`config.mk`:
```
export PLATFORM = sky130hd
export DESIGN_NAME = sdec_converter_flat
export DESIGN_NICKNAME = d
export VERILOG_FILES = /design/src/rtl/sdec_converter_if.sv /design/src/rtl/sdec_converter.sv /design/src/flat_wrapper.sv
export SDC_FILE = /design/constraint.sdc
export NUM_CORES = 1
export LEC_CHECK = 0
export CAP_MARGIN = 20
export CORE_ASPECT_RATIO = 0.6
export CORE_MARGIN = 8
export CORE_UTILIZATION = 35
export DETAILED_ROUTE_END_ITERATION = 16
export DONT_BUFFER_PORTS = 1
export HOLD_SLACK_MARGIN = 0.06
export PLACE_DENSITY_LB_ADDON = 0.08
export SYNTH_ARGS = -nofsm -noshare
export SYNTH_HDL_FRONTEND = slang
export SYNTH_SLANG_ARGS = --single-unit
export TNS_END_PERCENT = 20
```
`constraint.sdc`:
```
create_clock -name clk -period 4.2 [get_ports clk]
set_clock_uncertainty 0.05 [all_clocks]
set_input_delay 0.42 -clock clk [delete_from_list [all_inputs] [get_ports clk]]
set_output_delay 0.42 -clock clk [all_outputs]
set_load 0.03 [all_outputs]
```
`src/rtl/sdec_converter_if.sv`:
```
// Handshake bundle for the signed-binary to sign + BCD converter.
//   in_valid/in_ready/in_data         : upstream value, valid/ready handshake
//   out_valid/out_ready/out_neg/out_bcd : finished result, valid/ready handshake
// master : the environment side (drives inputs, consumes results)
// slave  : the converter side
interface sdec_converter_if #(
    parameter int unsigned W      = 17,
    parameter int unsigned DIGITS = 5
);
    logic                  in_valid;
    logic                  in_ready;
    logic [W-1:0]          in_data;
    logic                  out_valid;
    logic                  out_ready;
    logic                  out_neg;
    logic [4*DIGITS-1:0]   out_bcd;

    modport master (
        output in_valid, in_data, out_ready,
        input  in_ready, out_valid, out_neg, out_bcd
    );

    modport slave (
        input  in_valid, in_data, out_ready,
        output in_ready, out_valid, out_neg, out_bcd
    );
endinterface

```
`src/rtl/sdec_converter.sv`:
```
// Sequential signed-binary to sign + packed BCD converter (iterative double-dabble,
// one shift per clock, W clocks per conversion).
// Ports:
//   clk    : system clock, rising edge
//   rst_n  : asynchronous active-low reset
//   bus    : sdec_converter_if.slave
//            in_valid/in_ready/in_data  - value to convert, accepted only in IDLE
//            out_valid/out_ready        - result handshake, held in DONE
//            out_neg                    - 1 when the accepted value was negative
//            out_bcd                    - packed BCD magnitude, units digit in [3:0]
module sdec_converter #(
    parameter int unsigned W      = 17,
    parameter int unsigned DIGITS = 5
) (
    input  logic             clk,
    input  logic             rst_n,
    sdec_converter_if.slave  bus
);
    localparam int unsigned CntW = $clog2(W + 1);
    localparam int unsigned BcdW = 4 * DIGITS;

    typedef enum logic [1:0] {StIdle, StShift, StDone} state_e;

    state_e            state_q, state_d;
    logic              neg_q, neg_d;
    logic [W-1:0]      mag_q, mag_d;
    logic [BcdW-1:0]   bcd_q, bcd_d;
    logic [CntW-1:0]   cnt_q, cnt_d;
    logic              out_valid_q, out_valid_d;
    logic              out_neg_q, out_neg_d;
    logic [BcdW-1:0]   out_bcd_q, out_bcd_d;

    logic [BcdW-1:0]   bcd_adj;
    logic [BcdW+W-1:0] work;
    logic [BcdW-1:0]   bcd_shift;
    logic [W-1:0]      mag_shift;

    // Add-3 correction, every digit judged on its pre-adjust value.
    always_comb begin
        bcd_adj = bcd_q;
        for (int unsigned i = 0; i < DIGITS; i++) begin
            if (bcd_q[4*i +: 4] >= 4'd5) begin
                bcd_adj[4*i +: 4] = bcd_q[4*i +: 4] + 4'd3;
            end
        end
    end

    // Magnitude MSB walks into BCD bit 0. The top BCD bit shifted out is always zero
    // because 10^DIGITS > 2^(W-1).
    always_comb begin
        work                   = {bcd_adj, mag_q};
        work                   = work << 1;
        {bcd_shift, mag_shift} = work;
    end

    always_comb begin
        state_d     = state_q;
        neg_d       = neg_q;
        mag_d       = mag_q;
        bcd_d       = bcd_q;
        cnt_d       = cnt_q;
        out_valid_d = out_valid_q;
        out_neg_d   = out_neg_q;
        out_bcd_d   = out_bcd_q;

        unique case (state_q)
            StIdle: begin
                if (bus.in_valid) begin
                    neg_d   = bus.in_data[W-1];
                    // -2^(W-1) negates to itself, which reads correctly as unsigned.
                    mag_d   = bus.in_data[W-1] ? (~bus.in_data + W'(1)) : bus.in_data;
                    bcd_d   = '0;
                    cnt_d   = CntW'(W);
                    state_d = StShift;
                end
            end
            StShift: begin
                bcd_d = bcd_shift;
                mag_d = mag_shift;
                cnt_d = cnt_q - CntW'(1);
                if (cnt_q == CntW'(1)) begin
                    out_bcd_d   = bcd_shift;
                    out_neg_d   = neg_q;
                    out_valid_d = 1'b1;
                    state_d     = StDone;
                end
            end
            StDone: begin
                if (bus.out_ready) begin
                    out_valid_d = 1'b0;
                    state_d     = StIdle;
                end
            end
            default: state_d = StIdle;
        endcase
    end

    always_ff @(posedge clk or negedge rst_n) begin
        if (!rst_n) begin
            state_q     <= StIdle;
            neg_q       <= 1'b0;
            mag_q       <= '0;
            bcd_q       <= '0;
            cnt_q       <= '0;
            out_valid_q <= 1'b0;
            out_neg_q   <= 1'b0;
            out_bcd_q   <= '0;
        end else begin
            state_q     <= state_d;
            neg_q       <= neg_d;
            mag_q       <= mag_d;
            bcd_q       <= bcd_d;
            cnt_q       <= cnt_d;
            out_valid_q <= out_valid_d;
            out_neg_q   <= out_neg_d;
            out_bcd_q   <= out_bcd_d;
        end
    end

    assign bus.in_ready  = (state_q == StIdle);
    assign bus.out_valid = out_valid_q;
    assign bus.out_neg   = out_neg_q;
    assign bus.out_bcd   = out_bcd_q;
endmodule

```
`src/flat_wrapper.sv`:
```
// flat-port wrapper written by rule: the top's interface ports become plain ports
module sdec_converter_flat 
#(
    parameter int unsigned W      = 17,
    parameter int unsigned DIGITS = 5
)
  (clk, rst_n, bus_in_valid, bus_in_data, bus_out_ready, bus_in_ready, bus_out_valid, bus_out_neg, bus_out_bcd);
  sdec_converter_if #(.W(W), .DIGITS(DIGITS)) bus_i ();
  input  logic clk;
  input  logic rst_n;
  input wire logic [$bits(bus_i.in_valid)-1:0] bus_in_valid;
  input wire logic [$bits(bus_i.in_data)-1:0] bus_in_data;
  input wire logic [$bits(bus_i.out_ready)-1:0] bus_out_ready;
  output wire logic [$bits(bus_i.in_ready)-1:0] bus_in_ready;
  output wire logic [$bits(bus_i.out_valid)-1:0] bus_out_valid;
  output wire logic [$bits(bus_i.out_neg)-1:0] bus_out_neg;
  output wire logic [$bits(bus_i.out_bcd)-1:0] bus_out_bcd;
  assign bus_i.in_valid = bus_in_valid;
  assign bus_i.in_data = bus_in_data;
  assign bus_i.out_ready = bus_out_ready;
  assign bus_in_ready = bus_i.in_ready;
  assign bus_out_valid = bus_i.out_valid;
  assign bus_out_neg = bus_i.out_neg;
  assign bus_out_bcd = bus_i.out_bcd;
  sdec_converter #(.W(W), .DIGITS(DIGITS)) u_core (.clk(clk), .rst_n(rst_n), .bus(bus_i));
endmodule
```
Word level (Yosys, flattened, before mapping). Index checks and enable logic that the tools add are counted.

Mux-type cells: 19. Magnitude comparators: 5. Bitwise gates (word level): 1. $add $sub $neg: 7. Reduce and logical (&&, ||, !) cells: 8. Equality and inequality tests: 6.

Operators with widths (count): $pmux 20 s2 (1); $mux 17 (2); $pmux 17 s2 (1); $ge 4x3->1 const B (5); $mux 20 (1); $add 17x1->17 const B (1); $not 17->17 (1); $add 4x2->4 const B (4); $mux 4 (4); $pmux 5 s2 (1); $mux 2 (3); $pmux 2 s3 (1); $reduce_and 2->1 (3); $reduce_and 3->1 (2); $eq 5x1->1 const B (1); $mux 5 (1); $sub 5x1->5 const B (1); $ne 2x2->1 const B (2); $reduce_bool 2->1 (2); $add 3x2->3 const B (1); $mux 3 (1); $eq 2x1->1 const B (1); $eq 2x2->1 const B (1); $logic_not 2->1 (1); 3 further kinds (4).

Bits of input ports: 21. Flip-flop bits (word level): 67. Output and inout bits: 23.

Depth between registers and ports, before layout. Gate-level depths: netlist of run 1.

Word-level depth: 5. Gate-level depth with buffers: 7.

Least setup slack after synthesis of run 1. No wires, ideal clock.

Kind: input -> register. From: input bus_in_data[11]. To: register u_core.mag_q[15]. Library setup time: 127 ps. Slack: 2287 ps. Arrival time: 1736 ps. Cell stages on the path: 5. Buffers on the path: 0. Path through: or4_4 or4_4 o21ai_2 xor2_1 o21ai_1.

Word-level cells in the longest chain between the ends: 5.

RTL lines: start, declared (line flat_wrapper.sv:12) `input wire logic [$bits(bus_i.in_data)-1:0] bus_in_data;`; $not 17->17 (line sdec_converter.sv:71) `mag_d = bus.in_data[W-1] ? (~bus.in_data + W'(1)) : bus.in_data;`; $add 17x1->17 (line sdec_converter.sv:71); $mux 17 (line sdec_converter.sv:71); $mux 17 (line sdec_converter.sv:68) `if (bus.in_valid) begin`; $pmux 17 s2 (line sdec_converter.sv:66) `unique case (state_q)`; end signal, assigned (line sdec_converter.sv:111) `mag_q <= mag_d;`; end, declared (line sdec_converter.sv:26) `logic [W-1:0] mag_q, mag_d;`.

Every way passes these cells. The select of a mux whose other input is x is not followed. A chain may end at the register's enable or synchronous reset.

Final worst setup path of run 1.
From: register u_core.state_q[1]. To: register u_core.mag_q[8].

Word-level cells in the longest chain between the ends: 3. Elaborated cells between the ends (all ways): 6. Classes of those cells: 2 x eq/ne; 1 x mux; 3 x reduce/logical.

RTL lines: start, declared (line sdec_converter.sv:24) `state_e state_q, state_d;`; start signal, assigned (line sdec_converter.sv:100) `state_q <= StIdle;`; start signal, assigned (line sdec_converter.sv:109) `state_q <= state_d;`; $eq 2x1->1 or $logic_not 2->1 (tied branches) (line sdec_converter.sv:66); $reduce_bool 2->1 (no line) or $ne 2x2->1 (tied branches); $reduce_and 2->1 (no line).

Parallel ways exist; a longest one is shown, timed or not.

==> flow_summary.yaml, run 1 <==
clocking:
  clock_latency_ns: 0.32
  path_clk_slew_ns: 0.05
  cts_made_buffers: 9
  cts_root_buf: "clkbuf_16"
  h-tree-depth: 3
  post_cts_buffers: 0
  cts_tree: "yes"
  clock_path_buffers: 2
  cts.sinks: 67
synthesis:
  synth_edf_count: 0
  synthArstFlopShare_pct: 100.0
  netlist.area_leader.share_pct: 48.92
  synth_nets: 396
  synth.distinct_cells: 35
  yosysSeqAreaShare_pct: 48.92
  synth.cell_area_sq_mm: 0.003427
  yosys.area.top_type: "dfrtp_1"
  synth.ff_latch_count: 67
  yosysWarnings: 0
  syn-instance-count: 362
  syn_area_per_cell_sq_um: 9.467
  synth_ff_type: "dfrtp_1"
  synth_area_leaders: "dfrtp_1 49%, o21ai_0 8.0%, ha_1 4.7%, nand2_1 4.4%, nand3_1 3.9%"
sta:
  maxSlewViolCount: 0
  rsz0062_at_grt: "no"
  setup_viol: 0
  hold-worst-slack_ns: 0.1307
  min_period_over_period_pct: 56.39
  relSlewSlack_pct: 37.30
  hold_viol: 0
  setup_tns_ns: 0
  fmax_mhz: 422.2
  finalCriticalPeriod_ns: 2.369
  worst_pin_slew_ns: 0.9405
routing:
  vias: 2538
  antenna_left: 0
  drc: 0
  via_per_inst: 5.056
  drtPass1Iterations: 4
  wirelength_mm: 8.163
  wl_per_cell_um: 16.26
  drtIter0Drc: 217
finish:
  drive_gt1_share_pct: 7.629
  nets: 396
  fillers: 945
  synthToLayoutAreaGrowth_pct: 13.00
  fin_cells: 502
  diodes: 0
global_routing:
  grt_overflow: 0
  grt_usage_pct: 13.32
  grt_pass1_vias: 2526
  antenna_found_initial: 0
  grt_pass1_wl_mm: 13.82
  grt_max_degree: 68
worst_setup_path:
  cp-end-kind: "flop"
  worst-endpoint-arrival_ns: 2.53
  rrSetupSlack_ns: 1.83
  timing.rr.end: "u_core.mag_q[8]"
  worstReg2RegStart: "u_core.state_q[1]"
  crit_path_max_fanout: 23
  r2r_cells: 5
  worst_setup_path_start_kind: "flop"
  critPathRequiredTime_ns: 4.36
  critPathKind: "reg -> reg"
hold_path:
  hold_start: "bus_out_ready"
  hold_path_depth: 1
  hold_class: "in -> reg"
  min_to: "u_core.state_q[1]"
floorplanning:
  num_rows: 28
  die_y_um: 92.65
  core_sq_mm: 0.009704
  initial_core_util_pct: 35.31
  dieArea_sq_mm: 0.01332
  io_pins: 44
  die_w_um: 143.7
place:
  port_buffers: 0
  routabilityCongestion: 0.6808
  dp.cells: 484
  dp.final_hpwl_mm: 5.693
flow_run:
  drv_cap: 0
pwr:
  p_leak_nw: 1.662
  p_per_area_mw_per_mm2: 814.7
  ir_drop_v: 0.0002572
outcome:
  status: "finished clean"
==> cell families after synthesis <==
family,synth area share [%]
AO/OA/AOI/OAI,17.63
adder cells (fa/ha/maj),4.746
buffers and inverters,4.746
multiplexers,1.935
flip-flops,48.92
AND/OR/NAND/NOR,16.65
XOR/XNOR,5.367
==> per-layer routing <==
metal	up-vias	global-route usage (%)	share of wire (%)
met3	8	5.033	5.1
met1	1215	19.72	55
met2	37	17.23	38
met4	0	3.916	0.89
met5	-	0	0
li1	1278	-	-
==> where the power goes <==
group	internal (W)	leakage (nW)	switching (W)	total, W
combinational	0.000420	0.661	0.000618	0.00104
clock	0.000509	0.150	0.000263	0.000772
sequential	0.000930	0.851	0.000414	0.00134
total	0.00186	1.66	0.00130	0.00316
==> registers in the layout, indices dropped and copies added, names as in the netlist <==
register              count
u_core.bus.out_valid      1
u_core.state_q            2
u_core.neg_q              1
u_core.mag_q             17
u_core.bus.out_bcd       20
u_core.bus.out_neg        1
u_core.cnt_q              5
u_core.bcd_q             20
==> cell usage after synthesis, drive strengths merged (2+ instances only) <==
cell and count:
o21ai 62, xor2 12, nor2b 4, nor3b 10
a21oi 20, o31ai 7, o41ai 2, nand3 27
dfrtp 67, clkbuf 15, xnor2 9, buf 3
inv 15, or4 3, o22ai 3, a22oi 10
ha 13, mux2 5, nand2b 6, nor2 13
nand2 40, nor3 9
==> critical path, stage by stage (launching register included) <==
cell and delay [ns]:
dfrtp_1 0.45, nor2b_1 0.29, nand2b_1 0.57, buf_4 0.43, and3_1 0.21, a221o_1 0.25
==> cells in the final DEF, fill, tap and decap left out, drive strengths merged, types with 2 or more instances in the layout <==
master / instances
o21ai: 62
o41ai: 2
o22ai: 3
or4: 3
nand2: 40
xnor2: 9
ha: 13
xor2: 12
buf: 6
nor3b: 10
mux2: 5
nor2b: 4
clkbuf: 15
a21oi: 20
nor3: 9
dfrtp: 67
nand3: 27
inv: 15
nor2: 13
nand2b: 6
o31ai: 7
a22oi: 10
==> worst max path at each step <==
stage                            from               end  cells after the start
floorplan             bus_in_data[11]  u_core.mag_q[15]                      5
global placement    u_core.state_q[1]   u_core.mag_q[8]                      5
detailed placement  u_core.state_q[1]   u_core.mag_q[8]                      5
CTS                 u_core.state_q[1]   u_core.mag_q[8]                      5
global route        u_core.state_q[1]   u_core.mag_q[8]                      5
finish              u_core.state_q[1]   u_core.mag_q[8]                      5
==> what timing repair did <==
action,4_1_cts,5_1_grt
hold buffers,2,0
gates resized for setup,0,0
hold endpoints to repair,67,0
==> per-stage QoR <==
| step | worst slack [ns] | util (%) | total power [W] | area (sq um) |
|---|---|---|---|---|
| 2_1_floorplan | 2.287 | - | 0.002110 | 3427 |
| 3_3_place_gp | 1.827 | 36.27 | 0.002380 | 3520 |
| 3_5_place_dp | 1.822 | 36.35 | 0.002392 | 3527 |
| 4_1_cts | 1.813 | 39.90 | 0.003201 | 3872 |
| 5_1_grt | 1.710 | 39.90 | 0.003433 | 3872 |
| 6_report | 1.831 | 39.90 | 0.003155 | 3872 |
==> cell type report <==
class                   instances  area, sq um  share of cell area (%)
clock buffers                  15        277.8                   7.173
well taps                     135        168.9                   4.362
multi-input cells             262         1588                   41.00
flip-flops and latches         67         1677                   43.30
repair buffers                  7        75.07                   1.939
clock inverters                 1        30.03                  0.7754
inverters                      15        56.30                   1.454
Note: power is estimated with default switching activity, not from simulation.
==> run 2, diff against run 1 <==
==> constraint.sdc (replaced) <==
create_clock -name clk -period 1.93 [get_ports clk]
set_clock_uncertainty 0.05 [all_clocks]
set_input_delay 0.193 -clock clk [delete_from_list [all_inputs] [get_ports clk]]
set_output_delay 0.193 -clock clk [all_outputs]
set_load 0.03 [all_outputs]
==> run 2 against run 1 <==
Against the previous run:
- sequential share of layout area is 2.5 points lower
- critical path depth up 1
- global-route usage shrank 0.23 points
- non-clock buffer count is 25 higher
- largest cell class unchanged
- worst hold slack lost 0.053 ns
==> flow_summary.yaml, run 2 (synthesis results as in run 1) <==
sta:
  worst_pin_slew_ns: 0.5717
  rsz0062_at_grt: "no"
  hold-worst-slack_ns: 0.07740
  fmax_mhz: 570.6
  min_period_over_period_pct: 90.81
  finalCriticalPeriod_ns: 1.753
  fin_ws_ns: 0.1774
  setup_tns_ns: 0
  hold_viol: 0
  relSlewSlack_pct: 61.63
  setup_viol: 0
  maxSlewViolCount: 0
routing:
  drtPass1Iterations: 4
  wl_per_cell_um: 15.03
  wirelength_mm: 7.922
  antenna_left: 0
  drtIter0Drc: 125
  drc: 0
  vias: 2618
  via_per_inst: 4.968
worst_setup_path:
  cp-end-kind: "flop"
  rrSetupSlack_ns: 0.18
  timing.rr.end: "u_core.bus.out_bcd[14]"
  worst-endpoint-arrival_ns: 1.95
  worstReg2RegStart: "u_core.bcd_q[12]"
  worst_setup_path_start_kind: "flop"
  r2r_cells: 6
  crit_path_max_fanout: 5
  crit_start: "u_core.bcd_q[12]"
  critPathKind: "reg -> reg"
  critPathRequiredTime_ns: 2.13
  crit_path_end: "u_core.bus.out_bcd[14]"
finish:
  fin_util_pct: 42.34
  layout_common_cells: "67 x dfrtp_1, 55 x o21ai_0, 40 x nand2_1, 27 x nand3_1, 18 x a21oi_1"
  nets: 421
  diodes: 0
  final_common_cell: "dfrtp_1"
  synthToLayoutAreaGrowth_pct: 19.90
  fin_area_sq_mm: 0.004109
  drive_gt1_share_pct: 10.20
pwr:
  p_per_area_mw_per_mm2: 1695
  p_leak_nw: 1.774
  ir_drop_v: 0.0005776
place:
  place_area_sq_mm: 0.003606
  routabilityCongestion: 0.7231
  port_buffers: 0
  post-place-ws_ns: 0.1721
  dp.final_hpwl_mm: 5.606
hold_path:
  hold_class: "in -> reg"
global_routing:
  grt_usage_pct: 13.09
  antenna_found_initial: 0
  grt_pass1_wl_mm: 13.69
  grt_max_degree: 68
  grt_overflow: 0
  grt_pass1_vias: 2651
flow_run:
  drv_cap: 0
clocking:
  clock_path_buffers: 2
  h-tree-depth: 3
  cts_tree: "yes"
  post_cts_buffers: 0
  cts_made_buffers: 9
  path_clk_slew_ns: 0.05
  clock_latency_ns: 0.33
  cts_root_buf: "clkbuf_16"
  cts.sinks: 67
floorplanning:
  core_sq_mm: 0.009704
  dieArea_sq_mm: 0.01332
  io_pins: 44
  initial_core_util_pct: 35.31
  num_rows: 28
  die_y_um: 92.65
  die_w_um: 143.7
outcome:
  status: "finished clean"
==> run 2: changes by cell type in the layout (fill, tap and decap cells not counted), sizes merged <==
cell,delta
dlygate4sd3,+15
buf,+10
==> run 2: cell type report <==
class	instances	area (sq um)
multi-input combinational	262	1595
tap	135	168.9
timing repair buffer	32	304.0
clock buffer	15	277.8
sequential	67	1677
inverter	15	56.30
fill	953	5595
clock inverter	1	30.03
==> run 2: worst min-delay path by stage <==
stage	depth (start not counted)	to	startpoint	slack [ns]
final	2	u_core.mag_q[4]	bus_in_data[4]	0.08
after global routing	2	u_core.mag_q[4]	bus_in_data[4]	0.09
after CTS	2	u_core.mag_q[4]	bus_in_data[4]	0.07
after detailed placement	0	u_core.bus.out_bcd[10]	rst_n	-0.15
after global placement	0	u_core.bus.out_bcd[11]	rst_n	-0.15
after floorplan	0	u_core.bcd_q[0]	rst_n	-0.15
==> run 2: metal layers <==
layer	wire [um]	vias to the layer above	global-route usage (%)
li1	-	1329	-
met1	4174	1228	19.10
met2	3109	51	17.19
met3	533	10	4.725
met4	105	0	4.439
met5	0	-	0
==> run 2: what timing repair did <==
item,CTS,global route
setup endpoints to repair,0,2
resized for setup,0,2
hold buffers,17,0
hold endpoints to repair,84,0
==> run 2: worst max-delay path, stage by stage (launching register included) <==
cell and delay (ns):
dfrtp_1 0.41, inv_1 0.11, ha_1 0.24, nand2b_1 0.09
a21oi_1 0.25, mux2_2 0.38, o21ai_0 0.16
==> run 2: power breakdown <==
group          switching (W)  internal, W  total, W
logic                0.00137      0.00102   0.00240
clock network       0.000566      0.00111   0.00167
registers           0.000872      0.00202   0.00290
==> run 2: through the flow <==
stage,cells,total power [W]
6_report,527,0.006965
5_1_grt,527,0.007585
4_1_cts,527,0.007051
3_5_place_dp,494,0.005267
3_3_place_gp,493,0.005204
2_1_floorplan,362,0.004592
==> run 3, diff against run 2 <==
--- a/config.mk
+++ b/config.mk
@@ -5,6 +5,7 @@
 export SDC_FILE = /design/constraint.sdc
 export NUM_CORES = 1
 export LEC_CHECK = 0
+export ABC_AREA = 0
 export CAP_MARGIN = 20
 export CORE_ASPECT_RATIO = 0.6
 export CORE_MARGIN = 8
@@ -16,4 +17,3 @@
 export SYNTH_ARGS = -nofsm -noshare
 export SYNTH_HDL_FRONTEND = slang
 export SYNTH_SLANG_ARGS = --single-unit
-export TNS_END_PERCENT = 20
==> constraint.sdc (replaced) <==
create_clock -name clk -period 1.93 [get_ports clk]
set_clock_uncertainty 0.05 [all_clocks]
set_input_delay 0.2895 -clock clk [delete_from_list [all_inputs] [get_ports clk]]
set_output_delay 0.2895 -clock clk [all_outputs]
set_load 0.03 [all_outputs]
==> run 3 against run 2 <==
Against the previous run:
- worst setup slack worse by 0.029 ns
- final cell count down 2.5%
- clock power up 5%
- combinational power is 2% lower
- core utilization is 1.3 points lower
- design area fell by 3.0%
- critical endpoint unchanged
- non-clock buffer count is 13 lower
==> flow_summary.yaml, run 3 (synthesis results as in run 1) <==
outcome:
  status: "finished clean"
pwr:
  p_int_w: 0.004165
  p_clk_share_pct: 24.9
  p_leak_nw: 1.716
  pwr-share-seq_pct: 41.3
  swShare_pct: 40.58
  ir_drop_v: 0.0005309
  p_per_area_mw_per_mm2: 1760
  combPwrFrac_pct: 33.7
  p_sw_w: 0.002845
sta:
  rsz0062_at_grt: "no"
  finalCriticalPeriod_ns: 1.782
  fmax_mhz: 561.2
  worst_pin_slew_ns: 0.4722
  maxSlewViolCount: 0
  setup_viol: 0
  relSlewSlack_pct: 68.45
  setup_tns_ns: 0
  fin_ws_ns: 0.1482
  min_period_over_period_pct: 92.32
  hold_viol: 0
hold_path:
  hold_class: "in -> reg"
routing:
  drtPass1Iterations: 4
  wl_per_cell_um: 15.28
  drtIter0Drc: 85
  vias: 2565
  antenna_left: 0
  via_per_inst: 4.990
  drc: 0
  wirelength_mm: 7.855
floorplanning:
  dieArea_sq_mm: 0.01332
  die_w_um: 143.7
  core_sq_mm: 0.009704
  io_pins: 44
  die_y_um: 92.65
  initial_core_util_pct: 35.31
  num_rows: 28
global_routing:
  antenna_found_initial: 0
  grt_pass1_vias: 2546
  grt_max_degree: 68
  grt_usage_pct: 12.67
  grt_pass1_wl_mm: 13.17
  grt_overflow: 0
worst_setup_path:
  slowest_stage: "dfrtp_1"
  crit_chain: "inv_1 -> ha_1 -> nand2b_1 -> a21oi_1 -> mux2_2 -> o21ai_0"
  worst-endpoint-arrival_ns: 1.98
  worst_setup_path_start_kind: "flop"
  critPathKind: "reg -> reg"
  crit_path_max_fanout: 5
  critPathMaxStageDelay_ns: 0.42
  critPathRequiredTime_ns: 2.13
  cp-end-kind: "flop"
clocking:
  cts.sinks: 67
  cts_tree: "yes"
  cts_made_buffers: 9
  post_cts_buffers: 0
  cts_root_buf: "clkbuf_16"
  path_clk_slew_ns: 0.06
  clock_latency_ns: 0.34
  clock_path_buffers: 2
  h-tree-depth: 3
finish:
  fin_area_sq_mm: 0.003984
  diodes: 0
  drive_gt1_share_pct: 11.08
  final_common_cell: "dfrtp_1"
  fin_cells: 514
  synthToLayoutAreaGrowth_pct: 16.25
  fin_util_pct: 41.05
  fillers: 968
  layout_common_cells: "67 x dfrtp_1, 55 x o21ai_0, 40 x nand2_1, 27 x nand3_1, 20 x a21oi_1"
  nets: 408
place:
  post-place-ws_ns: 0.06506
  dp.final_hpwl_mm: 5.618
  dp.cells: 494
  port_buffers: 0
  routabilityCongestion: 0.7368
  place_area_sq_mm: 0.003602
flow_run:
  drv_cap: 0
## run 3: path summary, 6_finish.rpt
kind                                           to              from  slack (ns)  cells past startpoint
setup / recovery           u_core.bus.out_bcd[14]  u_core.bcd_q[12]        0.15                      6
max in group asynchronous         u_core.bcd_q[5]             rst_n        1.08                      2
min in group asynchronous   u_core.bus.out_bcd[1]             rst_n        0.43                      2
hold / removal                   u_core.mag_q[16]   bus_in_data[16]        0.08                      2
setup reg to reg           u_core.bus.out_bcd[14]  u_core.bcd_q[12]        0.15                      6
hold reg to reg                      u_core.neg_q      u_core.neg_q        0.44                      2
## run 3: routing by layer
layer  track usage (%)  wire (um)
met4             3.133         53
met5                 0          0
met3             5.136        425
met1             18.17       4239
met2             17.15       3137
## run 3: power by group through the flow
stage          Clock (W)  Sequential, W  Combinational [W]
3_3_place_gp           0        0.00292            0.00231
6_report         0.00175        0.00290            0.00236
3_5_place_dp           0        0.00293            0.00236
4_1_cts          0.00180        0.00291            0.00241
2_1_floorplan          0        0.00276            0.00183
5_1_grt          0.00186        0.00299            0.00272
## run 3: layout make-up
class	instances	area, sq um	share of cell area, %
Clock buffer	9	225.2	5.653
Clock inverter	7	92.59	2.324
Inverter	15	56.30	1.413
Multi-Input combinational cell	262	1594	40.01
Sequential cell	67	1677	42.09
Tap cell	135	168.9	4.240
Timing Repair Buffer	19	170.2	4.271
## run 3: worst max-delay path: cells and delay by family (launching register included)
kind | cells | cell delay [ns]
muxes | 1 | 0.38
and+or+nand+nor | 1 | 0.09
AOI/OAI and AO/OA | 2 | 0.41
DFF | 1 | 0.42
adders and majority gates | 1 | 0.25
buffers and inverters | 1 | 0.11
## run 3: metrics by stage
step                      total power (W)  hold slack, ns
after global placement           0.005230        -0.05355
after detailed placement         0.005283        -0.05374
after global routing             0.007573         0.09083
after floorplan                  0.004592        -0.05609
after CTS                        0.007110         0.06624
final                            0.007010         0.07986
## run 3: timing repair
| item | in CTS | in global routing |
|---|---|---|
| hold buffers | 4 | 0 |
| endpoints found under the setup margin | 0 | 2 |
| endpoints found under the hold margin | 69 | 0 |
| gates resized for setup | 0 | 1 |
